File: src/rtl/elastic_pipe.sv
// Elastic register pipeline: DEPTH stages with valid/ready on both ends.
// Empty stages fill during a stall, a synchronous flush drops all beats, and occupancy tracks valid stages.
module elastic_pipe #(
  parameter int WIDTH = 32,
  parameter int DEPTH = 4,
  parameter int CNT_W = $clog2(DEPTH + 1)
) (
  input  logic             clk,
  input  logic             rst_n,
  input  logic             flush,
  input  logic             din_vld,
  output logic             din_rdy,
  input  logic [WIDTH-1:0] din,
  output logic             dout_vld,
  input  logic             dout_rdy,
  output logic [WIDTH-1:0] dout,
  output logic [CNT_W-1:0] occupancy
);

  // Handshake: a beat moves on an edge where valid and ready are both high.
  // Valid never depends on ready, and a stalled stage holds its valid and data unchanged.
  logic [DEPTH-1:0] vld;
  logic [DEPTH-1:0] rdy;
  logic [WIDTH-1:0] data [DEPTH];
  logic             in_fire;
  logic             out_fire;
  logic [CNT_W-1:0] occ_q;

  // A stage can load whenever it is empty or its successor is draining it.
  always_comb begin
    rdy = '0;
    rdy[DEPTH-1] = !vld[DEPTH-1] | dout_rdy;
    for (int k = DEPTH - 2; k >= 0; k--) begin
      rdy[k] = !vld[k] | rdy[k+1];
    end
  end

  assign din_rdy   = rdy[0] & !flush;
  assign in_fire   = din_vld & din_rdy;
  assign out_fire  = vld[DEPTH-1] & dout_rdy;
  assign dout_vld  = vld[DEPTH-1];
  assign dout      = data[DEPTH-1];
  assign occupancy = occ_q;

  always_ff @(posedge clk or negedge rst_n) begin
    if (!rst_n) begin
      vld <= '0;
      for (int k = 0; k < DEPTH; k++) begin
        data[k] <= '0;
      end
    end else if (flush) begin
      vld <= '0;
    end else begin
      if (in_fire) begin
        vld[0]  <= 1'b1;
        data[0] <= din;
      end else if (rdy[0]) begin
        vld[0] <= 1'b0;
      end
      // Data of an empty upstream stage is not copied, so idle stages keep stale data.
      for (int k = 1; k < DEPTH; k++) begin
        if (rdy[k]) begin
          vld[k] <= vld[k-1];
          if (vld[k-1]) begin
            data[k] <= data[k-1];
          end
        end
      end
    end
  end

  always_ff @(posedge clk or negedge rst_n) begin
    if (!rst_n) begin
      occ_q <= '0;
    end else if (flush) begin
      occ_q <= '0;
    end else begin
      occ_q <= occ_q + CNT_W'(in_fire) - CNT_W'(out_fire);
    end
  end

endmodule

File: config.mk
export PLATFORM = sky130hd
export DESIGN_NAME = elastic_pipe
export DESIGN_NICKNAME = d
export VERILOG_FILES = /design/src/rtl/elastic_pipe.sv
export SDC_FILE = /design/constraint.sdc
export NUM_CORES = 1
export LEC_CHECK = 0
export ABC_AREA = 1
export CORE_ASPECT_RATIO = 2
export CORE_MARGIN = 4
export CORE_UTILIZATION = 31
export CTS_CLUSTER_SIZE = 12
export DETAILED_ROUTE_END_ITERATION = 8
export HOLD_SLACK_MARGIN = 0.03
export PLACE_DENSITY = 0.55
export SYNTH_ARGS = -nofsm -noshare
export SYNTH_HDL_FRONTEND = slang
export SYNTH_SLANG_ARGS = --single-unit
File: constraint.sdc
create_clock -name clk -period 5.45 [get_ports clk]
set_clock_uncertainty 0.15 [all_clocks]
set_input_delay 1.09 -clock clk [delete_from_list [all_inputs] [get_ports clk]]
set_output_delay 1.09 -clock clk [all_outputs]
set_load 0.1 [all_outputs]
* After elaboration in Yosys (flattened, before gate mapping)
Index checks and enable logic that the tools add are counted.
** Operators by class
- $add $sub $neg :: 2
- Muxes and demuxes :: 7
- Bitwise operators :: 8
- Reductions and logical operators :: 13
** Operator list (number)
- 3-bit AND reduction :: 3
- 2-bit nonzero test :: 3
- 1-bit zero test :: 5
- 1-bit two-way mux :: 5
- 4-bit two-way mux :: 1
- 1-bit bitwise OR :: 4
- 3-bit by 1-bit adder with 3-bit output :: 1
- 1-bit bitwise AND :: 3
- 3-bit two-way mux :: 1
- 3-bit nonzero test :: 1
- 3-bit by 1-bit subtractor with 3-bit output :: 1
- 2-bit AND reduction :: 1
- 1-bit inverter :: 1
** Word-level totals
- Register bits after elaboration :: 135
- Input port bits :: 37
- Output and inout bits :: 37

* Depth between registers and ports, before layout
Gate-level depths: netlist (run 1).
- Depth in word-level cells :: 10
- Mapped depth :: 12
- Mapped depth without buffers :: 11

* Worst setup path before layout (run 1)
Ideal clock, no wire load.
- Path type :: input-to-output
- Start :: input dout_rdy
- End :: output din_rdy
- Data arrival time :: 2715 ps
- Slack :: 1495 ps
- Cell stages on the path :: 5
- Buffers on the path :: 1
- Cell sequence :: nor2_4 nand4_4 buf_2 inv_1 nor2_1
** On the way
- Word-level cells in the longest chain between the ends :: 5
** Ends and longest elaborated chain
- from (decl) :: line 15 : input logic dout_rdy,
- 1-bit bitwise OR :: line 32 : rdy[DEPTH-1] = !vld[DEPTH-1] | dout_rdy;
- 1-bit bitwise OR (3 in a row) :: line 34 : rdy[k] = !vld[k] | rdy[k+1];
- 1-bit bitwise AND :: line 38 : assign din_rdy = rdy[0] & !flush;
- to (decl) :: line 12 : output logic din_rdy,
No other way between the ends.

* Worst setup path after layout (run 1)
Ends and elaborated chain as after synthesis.

==> flow_summary.toml, run 1 <==
[placement]
port_buffers = 73
gp_congestion = 0.798
dp_hpwl_um = 7570

[clocking]
clk-insertion-delay-late_ns = 0.41
postCtsHoldBufs = 0
clockRootBuffer = "clkbuf_16"
cts_buffers = 17
clk_pin_slew_ns = 0.06
htreeDepth = 4
cts_num_sinks = 135
ctsResizeCount = 0
clockBufferDepth = 2
cts_tree = "built"
cts_setup_buffers = 0

[finish]
fin_nets = 653
fillers = 1824
antenna_cells = 0
final_common_cell = "dfrtp_1"
syn2layout_area_growth_pct = 19.8
layout-drive-gt1-share_pct = 11.2
final_cell_mix = "dfrtp_1, nand2_1, inv_1, clkdlybuf4s50_1, o21ai_0"

[grt]
gr-usage-met1_pct = 12.4
grt_pass1_wl_um = 18400
use_met2_pct = 18.3
antenna_found_initial = 0
grt_max_degree = 85
busiest_layer = "met2"
grt_overflow = 0
grt_usage_pct = 11.0
grt_pass1_vias = 3834
met3_usage_pct = 3.25

[synthesis]
seq_area_frac_synth_pct = 59.2
netlist_instances = 584
yosysWarnings = 0
ys_types = 24
yosys_register_bits = 135
synth_nets = 624
syn_avg_cell_area_sq_um = 9.76
netlist_area_sq_mm = 0.00570

[die]
die-width_um = 104
boundaryPins = 74
fp.coreArea_sq_mm = 0.0180
start_util_pct = 31.8
row_count = 69
die_y_um = 200
die-area_sq_mm = 0.0208

[worst_hold_path]
holdPathStages = 2
min_from = "data[111]"
holdPathEnd = "data[111]"
hp-class = "reg2reg"

[sta]
min_period_over_period_pct = 70.5
worstMarginPinSlew_ns = 1.06
slew_viol_final = 0
hold_violations = 0
rsz0062_at_grt = "no"
timing.slew.headroom_pct = 29.2
period_minus_slack_ns = 3.84
setup_viol = 0
clock.fmax_mhz = 260
fin_tns_setup_ns = 0

[routing]
vias = 3705
routedWlPerCell_um = 12.8
via_per_inst = 4.42
first_pass_iters = 4
drc = 0
ant_nets = 0
routed_wl_um = 10700
drt_iter0_drc = 127

[power_and_ir_drop]
p_total_mw = 3.43
power_density_mw_per_mm2 = 502
p_leak_nw = 3.34
ir_drop_uv = 211

[setup_path]
r2r_slack_ns = 2.50
critPathRequiredTime_ns = 4.21
critPathMaxFanout = 35
startpoint_type = "input port"
crit_path_end_kind = "primary output"
r2r_end = "occupancy[2]"
r2r-start = "vld[3]"
path_class = "in2out"
rr_worst_depth = 12
cp_data_arrival_time_ns = 2.60

[status]
status = "complete, no violations"

[flow_run]
drv_cap = 0
==> worst max-delay path, stage by stage <==
cell             delay [ns]
clkdlybuf4s50_1        0.46
nor2_4                 0.20
nand4_4                0.39
inv_1                  0.15
nor2_1                 0.06
buf_4                  0.25
==> area by class of cell <==
class | count | area [sq um] | area share (%)
flip-flops and latches | 135 | 3380 | 49.5
multi-input cells | 310 | 1550 | 22.7
repair buffers | 77 | 759 | 11.1
clock buffers | 19 | 453 | 6.63
inverters | 72 | 275 | 4.03
well taps | 213 | 267 | 3.90
clock inverters | 12 | 144 | 2.11
==> cells in the mapped netlist, drive strengths merged <==
master	count	area, sq um
dfrtp	135	3380
nand2	130	490
inv	71	267
o21ai	68	340
buf	59	465
nor2	37	164
nand4	33	221
a21oi	32	224
clkbuf	8	30.0
nand3	5	50.1
ha	2	25.0
clkinv	1	8.76
fa	1	20.0
xnor2	1	8.76
xor2	1	8.76
==> kinds of logic after synthesis <==
group                      share of synthesized area, %
AOI/OAI and AO/OA                                  9.90
xor gates and xnor gates                          0.307
adders and majority gates                         0.790
buffers and inverters                              13.5
DFF                                                59.2
and+or+nand+nor                                    16.2
==> state kept, by name, summed over array words and instances (netlist names) <==
name,cells
data,96
vld,4
occupancy,3
dout,32
==> power by group <==
group / internal (mW) / switching (mW) / total, mW
Clock: 0.703 / 0.437 / 1.14
Sequential: 1.21 / 0.0983 / 1.30
Combinational: 0.243 / 0.739 / 0.982
Total: 2.15 / 1.27 / 3.43
==> worst max path at each step <==
stage	start	end	depth (start not counted)
after floorplan	dout_rdy	din_rdy	5
after global placement	dout_rdy	occupancy[2]	12
after detailed placement	dout_rdy	occupancy[2]	12
after CTS	dout_rdy	din_rdy	6
after global routing	dout_rdy	din_rdy	6
final	dout_rdy	din_rdy	6
==> metal layers <==
layer,vias up,routed length (um)
met5,-,0
met2,76,5340
met3,21,405
met4,0,397
met1,1725,4550
li1,1883,-
==> stage by stage <==
step,worst slack (ns),instance area [sq um],cells,utilization [%],hold slack [ns]
3_3_place_gp,1.45,6230,807,34.7,0.310
4_1_cts,1.59,6830,838,38.0,0.325
6_report,1.61,6830,838,38.0,0.318
5_1_grt,1.48,6830,838,38.0,0.328
3_5_place_dp,1.33,6230,807,34.7,0.310
2_1_floorplan,1.50,5700,584,-,0.292
Power figures use the tool's default switching activity.
==> run 2, diff against run 1 <==
clock period = 3.9 ns   (was 5.45 ns; I/O delays follow)
==> flow_summary.toml, run 2 (synthesis gave the netlist of run 1 again) <==
[status]
status = "complete, no violations"

[grt]
grt_pass1_vias = 3923
grt_max_degree = 75
grt_usage_pct = 11.2
antenna_found_initial = 0
grt_pass1_wl_um = 18800
grt_overflow = 0

[clocking]
ctsResizeCount = 0
cts_num_sinks = 135
htreeDepth = 4
cts_setup_buffers = 0
clockBufferDepth = 2
cts_buffers = 17
clockRootBuffer = "clkbuf_16"
cts_tree = "built"
clk_pin_slew_ns = 0.06
clk-insertion-delay-late_ns = 0.41
postCtsHoldBufs = 0

[routing]
first_pass_iters = 4
met2WireLength_um = 5270
vias = 3684
routed_wl_um = 10600
ant_nets = 0
routedWlPerCell_um = 12.6
wl_met1_um = 4650
topRoutingLayerUsed = "met4"
drt_iter0_drc = 187
drc = 0
wl_met3_um = 402
via_per_inst = 4.37

[setup_path]
critPathRequiredTime_ns = 2.97
path_delay_family = "buffers and inverters"
max_stage_delay_ns = 1.17
startpoint_type = "register"
path_class = "reg2out"
cpMaxStageDelayCell = "clkdlybuf4s50_1"
crit_path_end_kind = "primary output"
cp.buffers_inverters = 1
critPathMaxFanout = 3
cp_data_arrival_time_ns = 2.00
cp_cell_sequence = "clkdlybuf4s50_1"

[placement]
dpl_cell_area_sq_mm = 0.00630
port_buffers = 73
gp_congestion = 0.727
dp_hpwl_um = 7450
dp_slack_ns = 0.580
post-place-cells = 811

[finish]
final_common_cell = "dfrtp_1"
layout-drive-gt1-share_pct = 11.9
fin_cells = 843
stdcell_area_sq_mm = 0.00692
antenna_cells = 0
fillers = 1816
top_register = "data"
syn2layout_area_growth_pct = 21.3
largest_register_ff_count = 96
final_cell_mix = "dfrtp_1, nand2_1, inv_1, clkdlybuf4s50_1, o21ai_0"
final_util_pct = 38.5
fin_nets = 657

[die]
start_util_pct = 31.8
die-area_sq_mm = 0.0208
die-width_um = 104
row_count = 69
boundaryPins = 74
die_y_um = 200
fp.coreArea_sq_mm = 0.0180

[power_and_ir_drop]
p_leak_nw = 3.38
switching_share_pct = 36.2
power_frac_clock_pct = 33.7
power_density_mw_per_mm2 = 699
pwr-share-seq_pct = 37.7
ir_drop_uv = 300
p_total_mw = 4.83
p_switching_mw = 1.75
power_frac_comb_pct = 28.5
p_int_mw = 3.08

[sta]
worstMarginPinSlew_ns = 0.981
rsz0062_at_grt = "no"
setup_viol = 0
hold_violations = 0
fin_ws_ns = 0.968
min_period_over_period_pct = 75.2
timing.slew.headroom_pct = 34.4
fin_tns_setup_ns = 0
clock.fmax_mhz = 341
slew_viol_final = 0
period_minus_slack_ns = 2.93
hold_slack_ns = 0.241

[worst_hold_path]
hp-class = "in2async"

[flow_run]
drv_cap = 0
-- run 2: changes by cell type in the layout (fill, tap and decap cells not counted) --
| cell | previous run | this run |
|---|---|---|
| bufinv_16 | 2 | 3 |
| clkbuf_8 | 2 | 3 |
| clkinv_2 | 0 | 4 |
| inv_6 | 4 | 0 |
| buf_4 | 5 | 6 |
| clkinv_4 | 4 | 3 |
| buf_12 | 0 | 3 |
-- run 2: power groups by stage --
stage / Combinational, mW / Clock (mW) / Sequential, mW
6_report: 1.38 / 1.63 / 1.82
5_1_grt: 1.47 / 1.74 / 1.86
4_1_cts: 1.40 / 1.68 / 1.83
3_5_place_dp: 1.39 / 0 / 1.85
3_3_place_gp: 1.38 / 0 / 1.84
2_1_floorplan: 1.19 / 0 / 1.83
-- run 2: path summary, 6_finish.rpt --
check,from,to,slack [ns],cells past startpoint
min in group clk,data[123],data[123],0.32,2
worst min register to register,data[123],data[123],0.32,2
worst max register to register,vld[3],occupancy[2],1.73,11
worst max-delay path,occupancy[1],occupancy[1],0.97,1
max in group asynchronous,rst_n,dout[8],2.57,2
worst min-delay path,rst_n,data[61],0.24,1
-- run 2: layout make-up --
| cell class | count | area (sq um) | area share [%] |
|---|---|---|---|
| repair buffers | 81 | 827 | 12.0 |
| clock inverters | 12 | 150 | 2.17 |
| flip-flops and latches | 135 | 3380 | 48.8 |
| well taps | 213 | 267 | 3.85 |
| clock buffers | 20 | 467 | 6.75 |
| multi-input cells | 310 | 1550 | 22.4 |
| inverters | 72 | 275 | 3.98 |
-- run 2: layer usage --
metal | vias to the layer above | global-route usage, %
met2 | 72 | 19.0
met4 | 0 | 5.77
met3 | 14 | 3.25
li1 | 1891 | -
met5 | - | 0
met1 | 1707 | 12.9
